## src/rtl/sram_arb_pkg.sv

```systemverilog
// Shared types and helpers for the SRAM access arbiter: FSM states,
// requester ids, read-tag record and round-robin winner selection.
package sram_arb_pkg;

    typedef enum logic [1:0] {
        S_ARB_IDLE   = 2'd0,
        S_ARB_OWN    = 2'd1,
        S_ARB_SWITCH = 2'd2
    } arb_state_type;

    localparam int REQ_VGA  = 0;
    localparam int REQ_UART = 1;
    localparam int REQ_DEC  = 2;

    typedef logic [1:0] req_id_t;

    typedef struct packed {
        logic    valid;
        req_id_t id;
    } read_tag_t;

    function automatic req_id_t onehot_to_id(input logic [2:0] vec);
        req_id_t id;
        id = '0;
        for (int k = 0; k < 3; k++) begin
            if (vec[k]) begin
                id = req_id_t'(k);
            end
        end
        return id;
    endfunction

    // One-hot winner: VGA first when prioritised, otherwise round-robin
    // starting at the requester after last_owner. Zero when nobody asks.
    function automatic logic [2:0] rr_pick(input logic [2:0] req,
                                           input req_id_t  last_owner,
                                           input logic     vga_first);
        logic [2:0] win;
        req_id_t    cand;
        win = '0;
        if (vga_first && req[REQ_VGA]) begin
            win[REQ_VGA] = 1'b1;
        end else begin
            for (int k = 1; k <= 3; k++) begin
                cand = req_id_t'((int'(last_owner) + k) % 3);
                if ((win == 3'b000) && req[cand]) begin
                    win[cand] = 1'b1;
                end
            end
        end
        return win;
    endfunction

endpackage

```

## src/rtl/sram_access_arbiter_if.sv

```systemverilog
// Requester-side and SRAM_Controller-side signals of the SRAM access arbiter.
// The arbiter uses the slave modport; requesters/controller the master one.
interface sram_arb_if #(
    parameter int ADDR_W = 18,
    parameter int DATA_W = 16
);
    logic [2:0]             Req;
    logic [2:0][ADDR_W-1:0] Address;
    logic [2:0]             We_n;
    logic [2:0][DATA_W-1:0] Write_data;
    logic [2:0]             Grant;
    logic [2:0]             Read_valid;
    logic [DATA_W-1:0]      Read_data;
    logic [ADDR_W-1:0]      SRAM_address;
    logic [DATA_W-1:0]      SRAM_write_data;
    logic                   SRAM_we_n;
    logic [DATA_W-1:0]      SRAM_read_data;

    modport slave (
        input  Req, Address, We_n, Write_data, SRAM_read_data,
        output Grant, Read_valid, Read_data, SRAM_address, SRAM_write_data, SRAM_we_n
    );

    modport master (
        output Req, Address, We_n, Write_data, SRAM_read_data,
        input  Grant, Read_valid, Read_data, SRAM_address, SRAM_write_data, SRAM_we_n
    );
endinterface

```

## src/rtl/sram_read_tag_pipe.sv

```systemverilog
// Fixed-depth shift register of {valid, requester id} that lines up each read
// access with the SRAM data returning DEPTH cycles later; srst flushes it.
module sram_read_tag_pipe
    import sram_arb_pkg::*;
#(
    parameter int DEPTH = 2
) (
    input  logic    clk,
    input  logic    srst,
    input  logic    push_valid,
    input  req_id_t push_id,
    output logic    pop_valid,
    output req_id_t pop_id
);

    read_tag_t [DEPTH-1:0] tag_reg;

    always_ff @(posedge clk) begin
        if (srst) begin
            tag_reg <= '0;
        end else begin
            tag_reg[0] <= '{valid: push_valid, id: push_id};
            for (int i = 1; i < DEPTH; i++) begin
                tag_reg[i] <= tag_reg[i-1];
            end
        end
    end

    assign pop_valid = tag_reg[DEPTH-1].valid;
    assign pop_id    = tag_reg[DEPTH-1].id;

endmodule

```

## src/rtl/sram_access_arbiter.sv

```systemverilog
// Shares the single-port SRAM among VGA, UART and decoder requesters with burst
// limiting, a turnaround cycle on owner change and tagged read return.
// Optional macro ARB_VGA_PREEMPT_EN: VGA always wins, preempts, ignores burst limit.
module sram_access_arbiter
    import sram_arb_pkg::*;
#(
    parameter int ADDR_W       = 18,
    parameter int DATA_W       = 16,
    parameter int READ_LATENCY = 2,
    parameter int MAX_BURST    = 8
) (
    input  logic       Clock,
    input  logic       Reset,
    sram_arb_if.slave  bus
);

    localparam int CNT_W = (MAX_BURST > 1) ? $clog2(MAX_BURST) : 1;
    localparam logic [CNT_W-1:0] BURST_LAST = CNT_W'(MAX_BURST - 1);

`ifdef ARB_VGA_PREEMPT_EN
    localparam logic VGA_PRIORITY = 1'b1;
`else
    localparam logic VGA_PRIORITY = 1'b0;
`endif

    arb_state_type    state_reg, state_next;
    logic [2:0]       grant_reg, grant_next;
    logic [CNT_W-1:0] burst_cnt_reg, burst_cnt_next;
    req_id_t          last_owner_reg, last_owner_next;

    logic [2:0]             access_vec;
    logic                   access;
    req_id_t                owner_id;
    logic                   others_pending;
    logic                   burst_exempt;
    logic                   preempt;
    logic [2:0]             winner_vec;
    logic [2:0][ADDR_W-1:0] addr_masked;
    logic [2:0][DATA_W-1:0] wdata_masked;
    logic [2:0]             write_vec;
    logic [2:0]             read_vec;
    logic                   pop_valid;
    req_id_t                pop_id;

    assign access_vec     = grant_reg & bus.Req;
    assign access         = |access_vec;
    assign owner_id       = onehot_to_id(grant_reg);
    assign others_pending = |(bus.Req & ~grant_reg);
    assign burst_exempt   = VGA_PRIORITY & grant_reg[REQ_VGA];
    assign preempt        = VGA_PRIORITY & bus.Req[REQ_VGA] & ~grant_reg[REQ_VGA];
    assign winner_vec     = rr_pick(bus.Req, last_owner_reg, VGA_PRIORITY);

    always_comb begin
        state_next      = state_reg;
        grant_next      = grant_reg;
        burst_cnt_next  = burst_cnt_reg;
        last_owner_next = last_owner_reg;
        case (state_reg)
            // Grant is zero in both; they differ only in how they were entered.
            S_ARB_IDLE, S_ARB_SWITCH: begin
                grant_next     = winner_vec;
                burst_cnt_next = '0;
                if (|winner_vec) begin
                    state_next      = S_ARB_OWN;
                    last_owner_next = onehot_to_id(winner_vec);
                end else begin
                    state_next = S_ARB_IDLE;
                end
            end
            S_ARB_OWN: begin
                if (!access) begin
                    grant_next = '0;
                    state_next = (|bus.Req) ? S_ARB_SWITCH : S_ARB_IDLE;
                end else begin
                    if (burst_cnt_reg != BURST_LAST) begin
                        burst_cnt_next = burst_cnt_reg + CNT_W'(1);
                    end
                    if ((burst_cnt_reg == BURST_LAST && others_pending && !burst_exempt)
                            || preempt) begin
                        grant_next = '0;
                        state_next = S_ARB_SWITCH;
                    end
                end
            end
            default: begin
                grant_next = '0;
                state_next = S_ARB_IDLE;
            end
        endcase
    end

    always_ff @(posedge Clock) begin
        if (Reset) begin
            state_reg      <= S_ARB_IDLE;
            grant_reg      <= '0;
            burst_cnt_reg  <= '0;
            last_owner_reg <= req_id_t'(REQ_DEC);
        end else begin
            state_reg      <= state_next;
            grant_reg      <= grant_next;
            burst_cnt_reg  <= burst_cnt_next;
            last_owner_reg <= last_owner_next;
        end
    end

    // Bus mux: only the requester actually accessing reaches the SRAM;
    // idle cycles present address 0, data 0, write disabled.
    for (genvar gi = 0; gi < 3; gi++) begin : g_req
        assign addr_masked[gi]  = access_vec[gi] ? bus.Address[gi] : '0;
        assign wdata_masked[gi] = access_vec[gi] ? bus.Write_data[gi] : '0;
        assign write_vec[gi]    = access_vec[gi] & ~bus.We_n[gi];
        assign read_vec[gi]     = access_vec[gi] & bus.We_n[gi];
        assign bus.Read_valid[gi] = pop_valid && (pop_id == req_id_t'(gi));
    end

    assign bus.SRAM_address    = addr_masked[0] | addr_masked[1] | addr_masked[2];
    assign bus.SRAM_write_data = wdata_masked[0] | wdata_masked[1] | wdata_masked[2];
    assign bus.SRAM_we_n       = ~(|write_vec);
    assign bus.Grant           = grant_reg;
    assign bus.Read_data       = bus.SRAM_read_data;

    sram_read_tag_pipe #(
        .DEPTH (READ_LATENCY)
    ) u_tag_pipe (
        .clk        (Clock),
        .srst       (Reset),
        .push_valid (|read_vec),
        .push_id    (owner_id),
        .pop_valid  (pop_valid),
        .pop_id     (pop_id)
    );

endmodule
```

## src/flat_wrapper.sv

```systemverilog
// flat-port wrapper written by rule: the top's interface ports become plain ports
module sram_access_arbiter_flat import sram_arb_pkg::*;
#(
    parameter int ADDR_W       = 18,
    parameter int DATA_W       = 16,
    parameter int READ_LATENCY = 2,
    parameter int MAX_BURST    = 8
)
  (Clock, Reset, bus_Req, bus_Address, bus_We_n, bus_Write_data, bus_SRAM_read_data, bus_Grant, bus_Read_valid, bus_Read_data, bus_SRAM_address, bus_SRAM_write_data, bus_SRAM_we_n);
  sram_arb_if #(.ADDR_W(ADDR_W), .DATA_W(DATA_W)) bus_i ();
  input  logic Clock;
  input  logic Reset;
  input wire logic [$bits(bus_i.Req)-1:0] bus_Req;
  input wire logic [$bits(bus_i.Address)-1:0] bus_Address;
  input wire logic [$bits(bus_i.We_n)-1:0] bus_We_n;
  input wire logic [$bits(bus_i.Write_data)-1:0] bus_Write_data;
  input wire logic [$bits(bus_i.SRAM_read_data)-1:0] bus_SRAM_read_data;
  output wire logic [$bits(bus_i.Grant)-1:0] bus_Grant;
  output wire logic [$bits(bus_i.Read_valid)-1:0] bus_Read_valid;
  output wire logic [$bits(bus_i.Read_data)-1:0] bus_Read_data;
  output wire logic [$bits(bus_i.SRAM_address)-1:0] bus_SRAM_address;
  output wire logic [$bits(bus_i.SRAM_write_data)-1:0] bus_SRAM_write_data;
  output wire logic [$bits(bus_i.SRAM_we_n)-1:0] bus_SRAM_we_n;
  assign bus_i.Req = bus_Req;
  assign bus_i.Address = bus_Address;
  assign bus_i.We_n = bus_We_n;
  assign bus_i.Write_data = bus_Write_data;
  assign bus_i.SRAM_read_data = bus_SRAM_read_data;
  assign bus_Grant = bus_i.Grant;
  assign bus_Read_valid = bus_i.Read_valid;
  assign bus_Read_data = bus_i.Read_data;
  assign bus_SRAM_address = bus_i.SRAM_address;
  assign bus_SRAM_write_data = bus_i.SRAM_write_data;
  assign bus_SRAM_we_n = bus_i.SRAM_we_n;
  sram_access_arbiter #(.ADDR_W(ADDR_W), .DATA_W(DATA_W), .READ_LATENCY(READ_LATENCY), .MAX_BURST(MAX_BURST)) u_core (.Clock(Clock), .Reset(Reset), .bus(bus_i));
endmodule
```

## config.mk

```make
export PLATFORM = sky130hd
export DESIGN_NAME = sram_access_arbiter_flat
export DESIGN_NICKNAME = d
export VERILOG_FILES = /design/src/rtl/sram_arb_pkg.sv /design/src/rtl/sram_access_arbiter_if.sv /design/src/rtl/sram_read_tag_pipe.sv /design/src/rtl/sram_access_arbiter.sv /design/src/flat_wrapper.sv
export SDC_FILE = /design/constraint.sdc
export NUM_CORES = 1
export LEC_CHECK = 0
export CAP_MARGIN = 5
export CORE_AREA = 2 2 70 72
export DETAILED_ROUTE_END_ITERATION = 8
export DIE_AREA = 0 0 72 74
export DONT_BUFFER_PORTS = 1
export GPL_TIMING_DRIVEN = 0
export PLACE_DENSITY = 0.53
export SLEW_MARGIN = 20
export SYNTH_ARGS = -nofsm -noshare
export SYNTH_HDL_FRONTEND = slang
export SYNTH_SLANG_ARGS = --single-unit
```

## constraint.sdc

```tcl
create_clock -name Clock -period 3.3 [get_ports Clock]
set_clock_uncertainty 0.2 [all_clocks]
set_input_delay 0.495 -clock Clock [delete_from_list [all_inputs] [get_ports Clock]]
set_output_delay 0.495 -clock Clock [all_outputs]
set_load 0.03 [all_outputs]
```

==> reports/qor.yml, run 1 <==
status: "complete, no violations"
antenna-diode-count: 0
synth_area_leaders: "dfxtp_1 19%, nand2_1 17%, a22oi_1 15%, buf_4 7.9%, ha_1 4.4%"
route.final.wire_length_microns: 6250
yosys.cell_count.top_type: "nand2_1"
drive_above_1_share_pct: 14.2
syn_area_sq_um: 1720
grt_setup_unrepaired: "false"
setup_viol: 0
dp_slack_ns: 0.535
ys_warn_count: 0
synth-seq-cells: 16
max-slew-margin-rel_pct: 33.4
fin_ws_ns: 0.274
cts_hold_buf: 0
fp.dieH_microns: 74
boundaryPins: 183
vias: 1835
p_leak_nw: 0.835
syn_area_per_cell_sq_um: 6.87
clk_pin_slew_ns: 0.06
yosysTopAreaCellShare_pct: 18.6
drv_slew: 0
hold_class: "in -> reg"
cap_violations: 0
io_buffers: 0
cts-resized-gates: 0
tritoncts: "done"
endpoint_kind: "primary output"
hold_viol: 0
h-tree-depth: 1
synth_common_cells: "78 x nand2_1, 35 x a22oi_1, 18 x buf_4"
ant_nets: 0
start_kind: "flop"
synth_cell_types: 47
coreArea_sq_um: 4600
fin_util_pct: 40.0
period_share_pct: 91.7
dpl_cell_area_sq_um: 1790
numClockSinks: 16
setup_tns_ns: 0
synth_top_cell_by_area: "dfxtp_1"
grt.total_usage_pct: 21.7
globalRouteOverflowTotal: 0
wl_met3_microns: 1010
fmax_mhz: 331
dpl.hpwl_microns: 5310
cp_max_fo: 10
num_rows: 25
post-cts-setup-buffer-count: 0
grt_pass1_wl_microns: 8540
die_width_microns: 72
dr.max_layer_used: "met5"
drc_errors: 0
ys.flop_type: "dfxtp_1"
wl_met2_microns: 2620
cts-root-buf: "clkbuf_8"
firstDrtPassIters: 4
p_per_area_nw_per_um2: 797
grt_pass1_vias: 1450
peakVddDrop_v: 0.000380
wire_per_inst_microns: 20.3
syn2layout_area_growth_pct: 7.14
grt_max_degree: 11
met1Wirelength_microns: 2570
crit_required_ns: 2.60
synthArstFlopShare_pct: 0
final.min_clock_period_ns: 3.03
syn_nets: 382
cts_buffer_depth: 2
vias_per_cell: 5.96
place_congestion: 0.959
dieArea_sq_um: 5330
first_iter_violations: 76
clkLatencyLatePin_ns: 0.25
antenna_found_initial: 1
synth_cells: 250
arrival_ns: 2.33
worst_slew_pin_slew_ns: 0.997
cts_made_buffers: 3
fin_area_sq_um: 1840
crit_type: "reg -> out"
layout.nets: 387
synth_edf_count: 0
initial_core_util_pct: 37.4
yosysSeqAreaShare_pct: 18.6
-- cell usage in the layout, fill, tap and decap left out, types with 2 or more instances in the layout --
cell      count
a21oi_1       3
a22oi_1      35
a31oi_1       2
and2_1        3
and2_2        2
buf_2         2
buf_4        18
clkbuf_1     10
clkbuf_8      5
dfxtp_1      16
ha_1          6
inv_1         5
mux2i_1       4
nand2_1      78
nand3_1       4
nand3b_1      3
nor2_1        8
nor2b_1       9
nor3_1        3
nor3b_1       2
nor4_1        2
o21a_1        2
o21ai_0       6
o221ai_1      2
o31a_1        2
-- per-stage QoR --
stage | hold slack (ns) | power (W) | cells
after global routing | 0.0984 | 0.00157 | 308
after global placement | 0.219 | 0.00130 | 304
after CTS | 0.100 | 0.00147 | 308
after detailed placement | 0.222 | 0.00130 | 304
after floorplan | 0.201 | 0.00112 | 250
final | 0.106 | 0.00147 | 308
-- worst max-delay path, stage by stage, from the launching register on --
cell and delay (ns):
dfxtp_1 0.59, and2_1 0.19, clkbuf_1 0.33, clkbuf_1 0.46
nand2_1 0.21, nand2_1 0.30
-- logic make-up (layout without fill, tap and decap cells) --
kind of cell    count (synthesis)  in the layout  synth area share, %
flops                          16             16                 18.6
fa+ha+maj                       6              6                 4.37
xor+xnor                        1              1                0.510
buf+inv                        38             42                 13.5
mux                             4              4                 2.33
simple gates                  123            123                 33.8
compound gates                 62             62                 26.9
-- layer usage --
metal,global-route usage (%),vias up
li1,-,875
met1,31.0,825
met2,29.8,127
met3,10.2,6
met4,4.40,2
met5,0,-
-- where the power goes --
| group | internal (W) | leakage, nW | switching, W | total [W] |
|---|---|---|---|---|
| Combinational | 0.000298 | 0.675 | 0.000696 | 0.000994 |
| Sequential | 0.000236 | 0.130 | 0.0000642 | 0.000300 |
| Clock | 0.000106 | 0.0288 | 0.0000675 | 0.000173 |
| Total | 0.000640 | 0.835 | 0.000828 | 0.00147 |
-- worst paths after layout --
kind	startpoint	to	slack (ns)	depth (start not counted)
worst max-delay path	u_core.bus.Grant[0]	bus_SRAM_write_data[3]	0.27	5
worst min-delay path	Reset	u_core.bus.Grant[1]	0.11	1
worst max register to register	u_core.last_owner_reg[0]	u_core.last_owner_reg[0]	0.97	8
worst min register to register	u_core.u_tag_pipe.tag_reg[1]	u_core.u_tag_pipe.pop_id[1]	0.23	1
-- cell type report --
cell class                      instances  area (sq um)
Sequential cell                        16           320
Multi-Input combinational cell        196          1170
Tap cell                               54          67.6
Inverter                                5          18.8
Buffer                                 33           213
Clock buffer                            4          55.1
Fill cell                             520          2760
Power figures use the tool's default switching activity.
==> inputs of run 2 (changes only) <==
Settings changed: PLACE_DENSITY 0.53 to 0.55.
Clock period 3.3 ns to 2.7 ns, I/O delays scaled along.
==> run 2 against run 1 <==
- hold slack got worse by 0.090 ns
- global-route usage decreased by 0.44 points
- critical path depth did not move
- count of clock-buffer cells in the layout unchanged
- combinational power up 23%
- sequential power grew 25%
- first-iteration DRC count rose by 18%
- via count decreased by 0.98%
- sequential cell count unchanged
- register-to-register slack worse by 0.61 ns
- critical endpoint is now bus_SRAM_write_data[2]
- largest power group unchanged
- highest routed layer unchanged
==> reports/qor.yml, run 2 (synthesis results as in run 1) <==
status: "complete, no violations"
crit_top_cell: "nand2_1"
antenna_found_initial: 2
grt_pass1_wl_microns: 8310
r2r_cells: 8
switching_share_pct: 56.1
arrival_ns: 1.98
period_share_pct: 95.8
worst_slew_pin_slew_ns: 0.968
grt.total_usage_pct: 21.3
r2r_start: "u_core.last_owner_reg[0]"
layout.nets: 388
grt_setup_unrepaired: "false"
reg2reg_slack_ns: 0.36
grt_max_degree: 11
cts_made_buffers: 3
clk_pin_slew_ns: 0.06
drc_errors: 0
crit_type: "reg -> out"
slowest_stage: "dfxtp_2"
peakVddDrop_v: 0.000387
dpl.hpwl_microns: 5290
p_leak_nw: 0.867
place_congestion: 0.932
crit_required_ns: 2.10
route.final.wire_length_microns: 6290
setup.worst_path.start: "u_core.bus.Grant[0]"
fin_ws_ns: 0.112
pwr-share-clk_pct: 11.7
seq_power_share_pct: 20.8
crit_end: "bus_SRAM_write_data[2]"
crit_buf_inv: 2
hold_class: "in -> reg"
dieArea_sq_um: 5330
initial_core_util_pct: 37.4
fp.dieH_microns: 74
dpl_cell_area_sq_um: 1790
r2r-end: "u_core.last_owner_reg[1]"
globalRouteOverflowTotal: 0
p_switching_w: 0.00101
io_buffers: 0
setup_tns_ns: 0
vias: 1817
grt_pass1_vias: 1466
wire_per_inst_microns: 20.3
fmax_mhz: 386
final_common_cell: "nand2_1"
first_iter_violations: 90
p_int_w: 0.000792
dp_slack_ns: 0.0296
fill_cells: 508
cap_violations: 0
cp_max_fo: 10
stdcell_count: 309
die_width_microns: 72
final.min_clock_period_ns: 2.59
endpoint_kind: "primary output"
ant_nets: 0
final_cell_mix: "78 x nand2_1, 35 x a22oi_1, 18 x buf_4"
worstPathCellList: "and2_1 -> clkbuf_1 -> clkbuf_2 -> nand2_1 -> nand2_1"
combPwrFrac_pct: 67.6
drive_above_1_share_pct: 18.4
hold_viol: 0
h-tree-depth: 1
start_kind: "flop"
num_rows: 25
firstDrtPassIters: 4
cts-root-buf: "clkbuf_8"
fin_total_pwr_w: 0.00180
drv_slew: 0
vias_per_cell: 5.88
cts_buffer_depth: 2
coreArea_sq_um: 4600
dpl.cell_count: 304
numClockSinks: 16
max-slew-margin-rel_pct: 35.4
post-cts-setup-buffer-count: 0
setup_viol: 0
max_stage_delay_ns: 0.47
p_per_area_nw_per_um2: 967
fin_area_sq_um: 1860
tritoncts: "done"
crit_family: "buffers and inverters"
boundaryPins: 183
clkLatencyLatePin_ns: 0.25
antenna-diode-count: 0
syn2layout_area_growth_pct: 8.52
path_depth: 5
## run 2: cell count changes in the layout (fill, tap and decap cells not counted)
cell,change
dfxtp_2,+3
clkbuf_2,+8
clkbuf_1,-8
dlygate4sd3_1,+1
dfxtp_1,-3
## run 2: power by group through the flow
stage | Clock [W] | Combinational [W] | Sequential, W
after floorplan | 0 | 0.00102 | 0.000358
after global placement | 0 | 0.00120 | 0.000376
after detailed placement | 0 | 0.00120 | 0.000378
after CTS | 0.000217 | 0.00121 | 0.000373
after global routing | 0.000227 | 0.00132 | 0.000382
final | 0.000211 | 0.00122 | 0.000374
## run 2: worst min path at each step
| stage | from | endpoint | depth (start not counted) |
|---|---|---|---|
| 2_1_floorplan | u_core.state_reg[1] | u_core.state_reg[1] | 1 |
| 3_3_place_gp | u_core.state_reg[1] | u_core.state_reg[1] | 1 |
| 3_5_place_dp | u_core.state_reg[1] | u_core.state_reg[1] | 1 |
| 4_1_cts | Reset | u_core.u_tag_pipe.tag_reg[2] | 1 |
| 5_1_grt | Reset | u_core.u_tag_pipe.tag_reg[2] | 1 |
| 6_report | Reset | u_core.u_tag_pipe.tag_reg[2] | 1 |
## run 2: per-stage QoR
step / hold slack [ns] / utilization, %
floorplan: 0.201 / -
global route: 0.00877 / 40.5
CTS: 0.00971 / 40.2
global placement: 0.217 / 38.8
detailed placement: 0.223 / 38.8
finish: 0.0157 / 40.5
## run 2: per-layer routing
layer	vias up	track usage (%)	wire length, microns	part of all wire, %
met3	4	10.6	849	14
met5	-	0	16	0.25
li1	883	-	-	-
met4	2	1.89	13	0.21
met1	815	29.5	2590	41
met2	113	31.0	2820	45
## run 2: repair_timing
action,CTS,global route
resized for setup,8,4
hold buffers,0,1
endpoints found under the hold margin,0,1
setup endpoints to repair,30,17
gates cloned,0,0
## run 2: final cells by class
| type | count | area, sq um | share of cell area (%) |
|---|---|---|---|
| Buffer | 33 | 223 | 11.9 |
| Clock buffer | 4 | 55.1 | 2.95 |
| Inverter | 5 | 18.8 | 1.01 |
| Multi-Input combinational cell | 196 | 1170 | 62.6 |
| Sequential cell | 16 | 324 | 17.4 |
| Tap cell | 54 | 67.6 | 3.62 |
| Timing Repair Buffer | 1 | 10.0 | 0.537 |
